==> config.mk <==
export PLATFORM = sky130hd
export DESIGN_NAME = count_run_arbiter
export DESIGN_NICKNAME = d
export VERILOG_FILES = /design/src/rtl/count_run_arbiter.sv
export SDC_FILE = /design/constraint.sdc
export NUM_CORES = 1
export LEC_CHECK = 0
export CAP_MARGIN = 20
export CELL_PAD_IN_SITES_DETAIL_PLACEMENT = 1
export CELL_PAD_IN_SITES_GLOBAL_PLACEMENT = 1
export CORE_MARGIN = 5
export CORE_UTILIZATION = 34
export CTS_CLUSTER_DIAMETER = 200
export DETAILED_ROUTE_END_ITERATION = 10
export PLACE_DENSITY = 0.79
export REMOVE_ABC_BUFFERS = 1
export SETUP_SLACK_MARGIN = 0.02
export SYNTH_ARGS = -nofsm -noshare
export SYNTH_HDL_FRONTEND = slang
export SYNTH_SLANG_ARGS = --single-unit
==> constraint.sdc <==
create_clock -name CLOCK -period 2.5 [get_ports CLOCK]
set_clock_uncertainty 0.15 [all_clocks]
set_input_delay 0.75 -clock CLOCK [delete_from_list [all_inputs] [get_ports CLOCK]]
set_output_delay 0.75 -clock CLOCK [all_outputs]
set_load 0.05 [all_outputs]
==> src/rtl/count_run_arbiter.sv <==
// Round-robin owner of a shared loadable up-counter: loads a start value, lets it
// count to a stop value, then pulses DONE for the owner (ERR set if the watchdog fired).
module count_run_arbiter #(
  parameter int WIDTH   = 8,
  parameter int TIMEOUT = 2**WIDTH + 1
) (
  input  logic             CLOCK,
  input  logic             RESET,
  input  logic             REQ0,
  input  logic [WIDTH-1:0] START0,
  input  logic [WIDTH-1:0] STOP0,
  input  logic             REQ1,
  input  logic [WIDTH-1:0] START1,
  input  logic [WIDTH-1:0] STOP1,
  input  logic [WIDTH-1:0] COUNT,
  output logic             CTR_LOAD,
  output logic             CTR_ENABLE,
  output logic [WIDTH-1:0] CTR_DATA,
  output logic             GNT0,
  output logic             GNT1,
  output logic             DONE0,
  output logic             DONE1,
  output logic             ERR,
  output logic             BUSY
);

  localparam int TW = $clog2(TIMEOUT + 1);

  typedef enum logic [1:0] {IDLE, LOAD, RUN, DONE} state_t;

  // Handshake: REQx is a level sampled only in IDLE; GNTx stays high from the
  // load cycle through the DONE pulse, and inputs are ignored while granted.
  state_t           state;
  logic             owner;
  logic             last;
  logic [WIDTH-1:0] stop_q;
  logic [TW-1:0]    timer;
  logic             pick;
  logic             match;
  logic             expired;

  // With both requesting, the one that did not win last time gets the counter.
  assign pick    = REQ1 && (!REQ0 || !last);
  assign match   = (COUNT == stop_q);
  assign expired = (timer == TW'(TIMEOUT - 1)) && !match;

  assign CTR_ENABLE = (state == RUN) && !match && !expired;

  always_ff @(posedge CLOCK) begin
    if (RESET) begin
      state    <= IDLE;
      owner    <= 1'b0;
      last     <= 1'b1;
      stop_q   <= '0;
      timer    <= '0;
      CTR_LOAD <= 1'b0;
      CTR_DATA <= '0;
      GNT0     <= 1'b0;
      GNT1     <= 1'b0;
      DONE0    <= 1'b0;
      DONE1    <= 1'b0;
      ERR      <= 1'b0;
      BUSY     <= 1'b0;
    end else begin
      case (state)
        IDLE: begin
          if (REQ0 || REQ1) begin
            owner    <= pick;
            last     <= pick;
            CTR_DATA <= pick ? START1 : START0;
            stop_q   <= pick ? STOP1 : STOP0;
            CTR_LOAD <= 1'b1;
            GNT0     <= !pick;
            GNT1     <= pick;
            BUSY     <= 1'b1;
            state    <= LOAD;
          end
        end
        LOAD: begin
          CTR_LOAD <= 1'b0;
          timer    <= '0;
          state    <= RUN;
        end
        RUN: begin
          if (match || expired) begin
            ERR   <= expired;
            DONE0 <= !owner;
            DONE1 <= owner;
            state <= DONE;
          end else begin
            timer <= timer + TW'(1);
          end
        end
        DONE: begin
          DONE0 <= 1'b0;
          DONE1 <= 1'b0;
          ERR   <= 1'b0;
          GNT0  <= 1'b0;
          GNT1  <= 1'b0;
          BUSY  <= 1'b0;
          timer <= '0;
          state <= IDLE;
        end
        default: state <= IDLE;
      endcase
    end
  end

endmodule

* Word level (Yosys, flattened, before mapping) *
Index checks and enable logic that the tools add are counted.

storage, ports and cells
  output and inout bits = 16
  memories kept = 0
  RAM bits = 0
  bits in registers = 36
  latch bits = 0
  bits in read-only memories = 0
  word-level logic and storage cells = 67

operators by class
  add/subtract/negate cells = 1
  shifts and indexed selects = 0
  multiplexer cells = 20
  div/mod/pow operators = 0
  $lt $le $gt $ge = 0
  reductions and logical operators = 25
  eq/ne operators = 8
  bitwise logic cells = 0
  $mul = 0

operator list
  cell                                                                   count
  9-bit one-hot mux with 2 select lines                                  1
  8-bit 2-to-1 mux                                                       2
  1-bit one-hot mux with 2 select lines                                  7
  2-bit AND reduction                                                    6
  9-bit by 1-bit adder with 9-bit output, second input constant          1
  9-bit equality test, second input constant                             1
  9-bit 2-to-1 mux                                                       1
  8-bit equality test                                                    1
  2-bit one-hot mux with 4 select lines                                  1
  2-bit nonzero test                                                     4
  1-bit zero test                                                        6
  1-bit 2-to-1 mux                                                       6
  2-bit equality test, second input constant                             2
  1-bit logical AND                                                      4
  2-bit 2-to-1 mux                                                       2
  2-bit != test, second input constant                                   2
  1-bit logical OR                                                       3
  2-bit by 1-bit equality test with 1-bit output, second input constant  1
  2-bit zero test                                                        1
  2-bit by 1-bit != test with 1-bit output, second input constant        1
  2-bit OR reduction                                                     1

* Depth between registers and ports, before layout *
  depth after elaboration = 6
  mapped depth = 8
  mapped depth without buffers = 7

* Worst setup path before layout *
No wires, ideal clock.

  path type = input-to-output
  start = input port COUNT[2]
  end = output port CTR_ENABLE
  path slack = -0.069 ns
  required time = 1.600 ns
  cell stages on the path = 5
  buffers on the path = 1
  data arrival time = 1.669 ns
  cells stage by stage = xnor2_1 > nand4_2 > o211ai_2 > buf_6 > inv_1

on the way
  word-level cells in the longest chain between the ends = 5
  elaborated cells between the ends (all ways) = 6
  those cells by class = eq/ne (1); reduce/logical (5)

RTL lines
  element                RTL line  text
  start, declared        15        input logic [WIDTH-1:0] COUNT,
  8-bit equality test *  44        assign match = (COUNT == stop_q);
  1-bit zero test *      45, 47
  1-bit logical AND      45        assign expired = (timer == TW'(TIMEOUT - 1)) && !match;
  1-bit zero test        47        assign CTR_ENABLE = (state == RUN) && !match && !expired;
  1-bit logical AND *    47
  end, declared          17        output logic CTR_ENABLE,

Every way passes the cells marked *; elsewhere a longest branch is shown, timed or not.

* Final worst setup path *
  start = input port COUNT[3]
  end = output port CTR_ENABLE

The elaborated chain is that of the path after synthesis.

==> impl_metrics.env <==
export IMPL_critPathKind="input pin to output port"
export IMPL_cts_hold_buf=0
export IMPL_grt_max_degree=33
export IMPL_h_tree_depth=2
export IMPL_crit_buf_inv=3
export IMPL_routedWlPerCell_microns=16.4
export IMPL_async_reset_ff_frac=0
export IMPL_synthTopCellsByArea="dfxtp_1 (37%), mux2i_1 (9.8%), a211oi_1 (6.6%), nor2_1 (6.2%), ha_1 (4.5%)"
export IMPL_dp_hpwl_mm=4.33
export IMPL_min_delay_start="DONE1"
export IMPL_clockBufferDepth=2
export IMPL_rsz0062_at_grt="true"
export IMPL_routabilityCongestion=0.752
export IMPL_final_cell_mix="clkdlybuf4s50_1 (50), dfxtp_1 (36), nor2_1 (32)"
export IMPL_synthCells=216
export IMPL_worst_ep_arrival_time_ns=1.69
export IMPL_r2r_end="timer[8]"
export IMPL_r2r_slack_ns=0.40
export IMPL_combPwrFrac=0.508
export IMPL_finalInstanceArea_sq_um=2820
export IMPL_cts_made_buffers=5
export IMPL_fp_row_count=27
export IMPL_synth_top_cell_area_share=0.371
export IMPL_ys_ff_latch=36
export IMPL_ant_nets=0
export IMPL_ys_seq_area_frac=0.371
export IMPL_ir_drop_uv=612
export IMPL_ys_types=48
export IMPL_grt_use_total=0.167
export IMPL_synth_edf_count=0
export IMPL_drtIter0Drc=60
export IMPL_p_int_uw=1510
export IMPL_rr_startpoint="timer[0]"
export IMPL_crit_fanout=2
export IMPL_grt_pass1_vias=1961
export IMPL_start_kind="input pin"
export IMPL_crit_path_end_kind="output port"
export IMPL_fin_ws_ns=-0.0904
export IMPL_avgSynthCellArea_sq_um=8.98
export IMPL_p_per_area_nw_per_um2=936
export IMPL_synth_top_family_by_area="simple AND/OR/NAND/NOR gates"
export IMPL_io_pin_count=60
export IMPL_pwr_share_seq=0.321
export IMPL_finalSetupViolCount=1
export IMPL_period_share=1.04
export IMPL_synth_compound_area_share=0.189
export IMPL_place_area_sq_um=2650
export IMPL_synth_flop_cell="dfxtp_1"
export IMPL_initial_core_util=0.350
export IMPL_die_h_microns=85.6
export IMPL_p_clk_frac=0.171
export IMPL_yosys_warnings=0
export IMPL_grt_first_pass_wirelength_mm=9.78
export IMPL_switching_share=0.429
export IMPL_whs_path_depth=2
export IMPL_cts_root_buf="clkbuf_8"
export IMPL_diodes=0
export IMPL_slew_headroom=0.645
export IMPL_p_leak_uw=0.00110
export IMPL_critPathTopFamily="buffers and inverters"
export IMPL_slowest_stage="o211ai_2"
export IMPL_cts_sinks=36
export IMPL_portBuffers=59
export IMPL_synth_xor_area_share=0.0361
export IMPL_drv_slew=0
export IMPL_finalNetCount=334
export IMPL_max_cap_viol_count=0
export IMPL_drc_errors=0
export IMPL_muxShareOfSynthArea=0.0980
export IMPL_layout_drive_gt1_share=0.180
export IMPL_dieArea_sq_um=7320
export IMPL_vias=1824
export IMPL_area_growth_pct=45.3
export IMPL_hold_class="register to register"
export IMPL_yosys_area_top_type="dfxtp_1"
export IMPL_status="finished, violations left"
export IMPL_clkTransAtPathRegs_ns=0.08
export IMPL_layout_commonest_cell="clkdlybuf4s50_1"
export IMPL_synth_adder_area_share=0.0451
export IMPL_clock_fmax_mhz=386
export IMPL_crit_chain="buf_2 > xnor2_2 > nand4_2 > o211ai_2 > inv_1 > buf_6"
export IMPL_violations="setup timing"
export IMPL_fp_dieW_microns=85.6
export IMPL_tightestPinTransition_ns=0.531
export IMPL_switchingPower_uw=1130
export IMPL_slowest_delay_ns=0.26
export IMPL_required_ns=1.60
export IMPL_preCtsSetupSlack_ns=-0.488
export IMPL_gr_total_overflow=0
export IMPL_via_per_inst=5.12
export IMPL_drt_pass1_iterations=4
export IMPL_fin_setup_tns_ns=-0.0904
export IMPL_ff2ff_path_depth=9
export IMPL_yosys_area_share_simple=0.207
export IMPL_holdPathEnd="DONE1"
export IMPL_cts_tree="built"
export IMPL_min_period_ns=2.59
export IMPL_core_sq_um=5540
export IMPL_clock_latency_ns=0.29
export IMPL_synthesis_area_sq_um=1940
export IMPL_drt_total_wl_mm=5.83
export IMPL_finalHoldViolCount=0
export IMPL_antenna_found_initial=0
==> power groups by stage <==
stage,clock network (uW),logic (uW),registers (uW)
floorplan,0,558,1100
global placement,0,1250,836
detailed placement,0,1290,843
CTS,463,1330,840
global route,490,1450,873
finish,450,1340,848
==> sequential cells by signal (all words and copies together) (netlist names), 2 cells and up <==
signal and flops:
timer 9, state 2, CTR_DATA 8, stop_q 8
==> cell families after synthesis <==
logic type | after synthesis
DFF | 36
muxes | 19
xor gates and xnor gates | 8
adders and majority gates | 7
buffers and inverters | 19
and+or+nand+nor | 79
AOI/OAI and AO/OA | 48
==> how the worst max path moves through the flow <==
stage / startpoint / slack (ns) / endpoint / cells past startpoint
global route: COUNT[5] / -0.14 / CTR_ENABLE / 6
CTS: COUNT[7] / -0.11 / CTR_ENABLE / 6
finish: COUNT[3] / -0.09 / CTR_ENABLE / 6
global placement: COUNT[4] / -0.47 / CTR_ENABLE / 6
detailed placement: COUNT[4] / -0.49 / CTR_ENABLE / 6
floorplan: COUNT[2] / -0.19 / CTR_ENABLE / 4
==> cell type report <==
cell class                 count  area [sq um]
clock inverter                 2          15.0
timing repair buffer          72           699
fill                         656          2720
inverter                       7          26.3
clock buffer                   6          82.6
sequential                    36           721
tap                           72          90.1
multi-input combinational    161          1190
==> synthesized netlist by cell type, types with 2 or more instances <==
cell and number:
dfxtp_1 36, clkbuf_1 4, nor2_1 32, buf_6 2, nand3_1 6, nor2b_1 2
xnor2_1 8, mux2i_1 19, a31oi_1 5, a22oi_1 2, nand4_1 4, nand3b_1 2
and3_1 5, ha_1 7, buf_4 2, nand2_1 15, a211oi_1 17, clkbuf_4 2
nand2b_1 2, or2_2 2, buf_2 2, o21ai_0 4, a21oi_1 5, inv_1 7
==> stage by stage <==
step	hold WS (ns)	power (uW)	util	instances
4_1_cts	0.329	2630	0.503	355
6_report	0.324	2640	0.509	356
2_1_floorplan	0.311	1660	-	204
3_3_place_gp	0.316	2080	0.478	345
5_1_grt	0.362	2810	0.509	356
3_5_place_dp	0.320	2130	0.478	345
==> metal layers <==
layer / share of wire / global-route usage / wire length, microns
met1: 0.45 / 0.209 / 2630
met2: 0.51 / 0.292 / 2980
met3: 0.025 / 0.0269 / 148
met4: 0.012 / 0.0518 / 70
met5: 0 / 0 / 0
==> repair_timing <==
item,CTS,global route
endpoints found under the setup margin,1,1
pin swaps,11,7
cloned,0,0
setup buffers,2,1
resized for setup,39,3
==> worst min-delay path: cells and delay by family, from the launching register on <==
family,cells,cell delay (ns)
buf+inv,1,0.04
compound gates,1,0.07
flops,1,0.31
No activity file was read; power rests on OpenSTA's default activity.
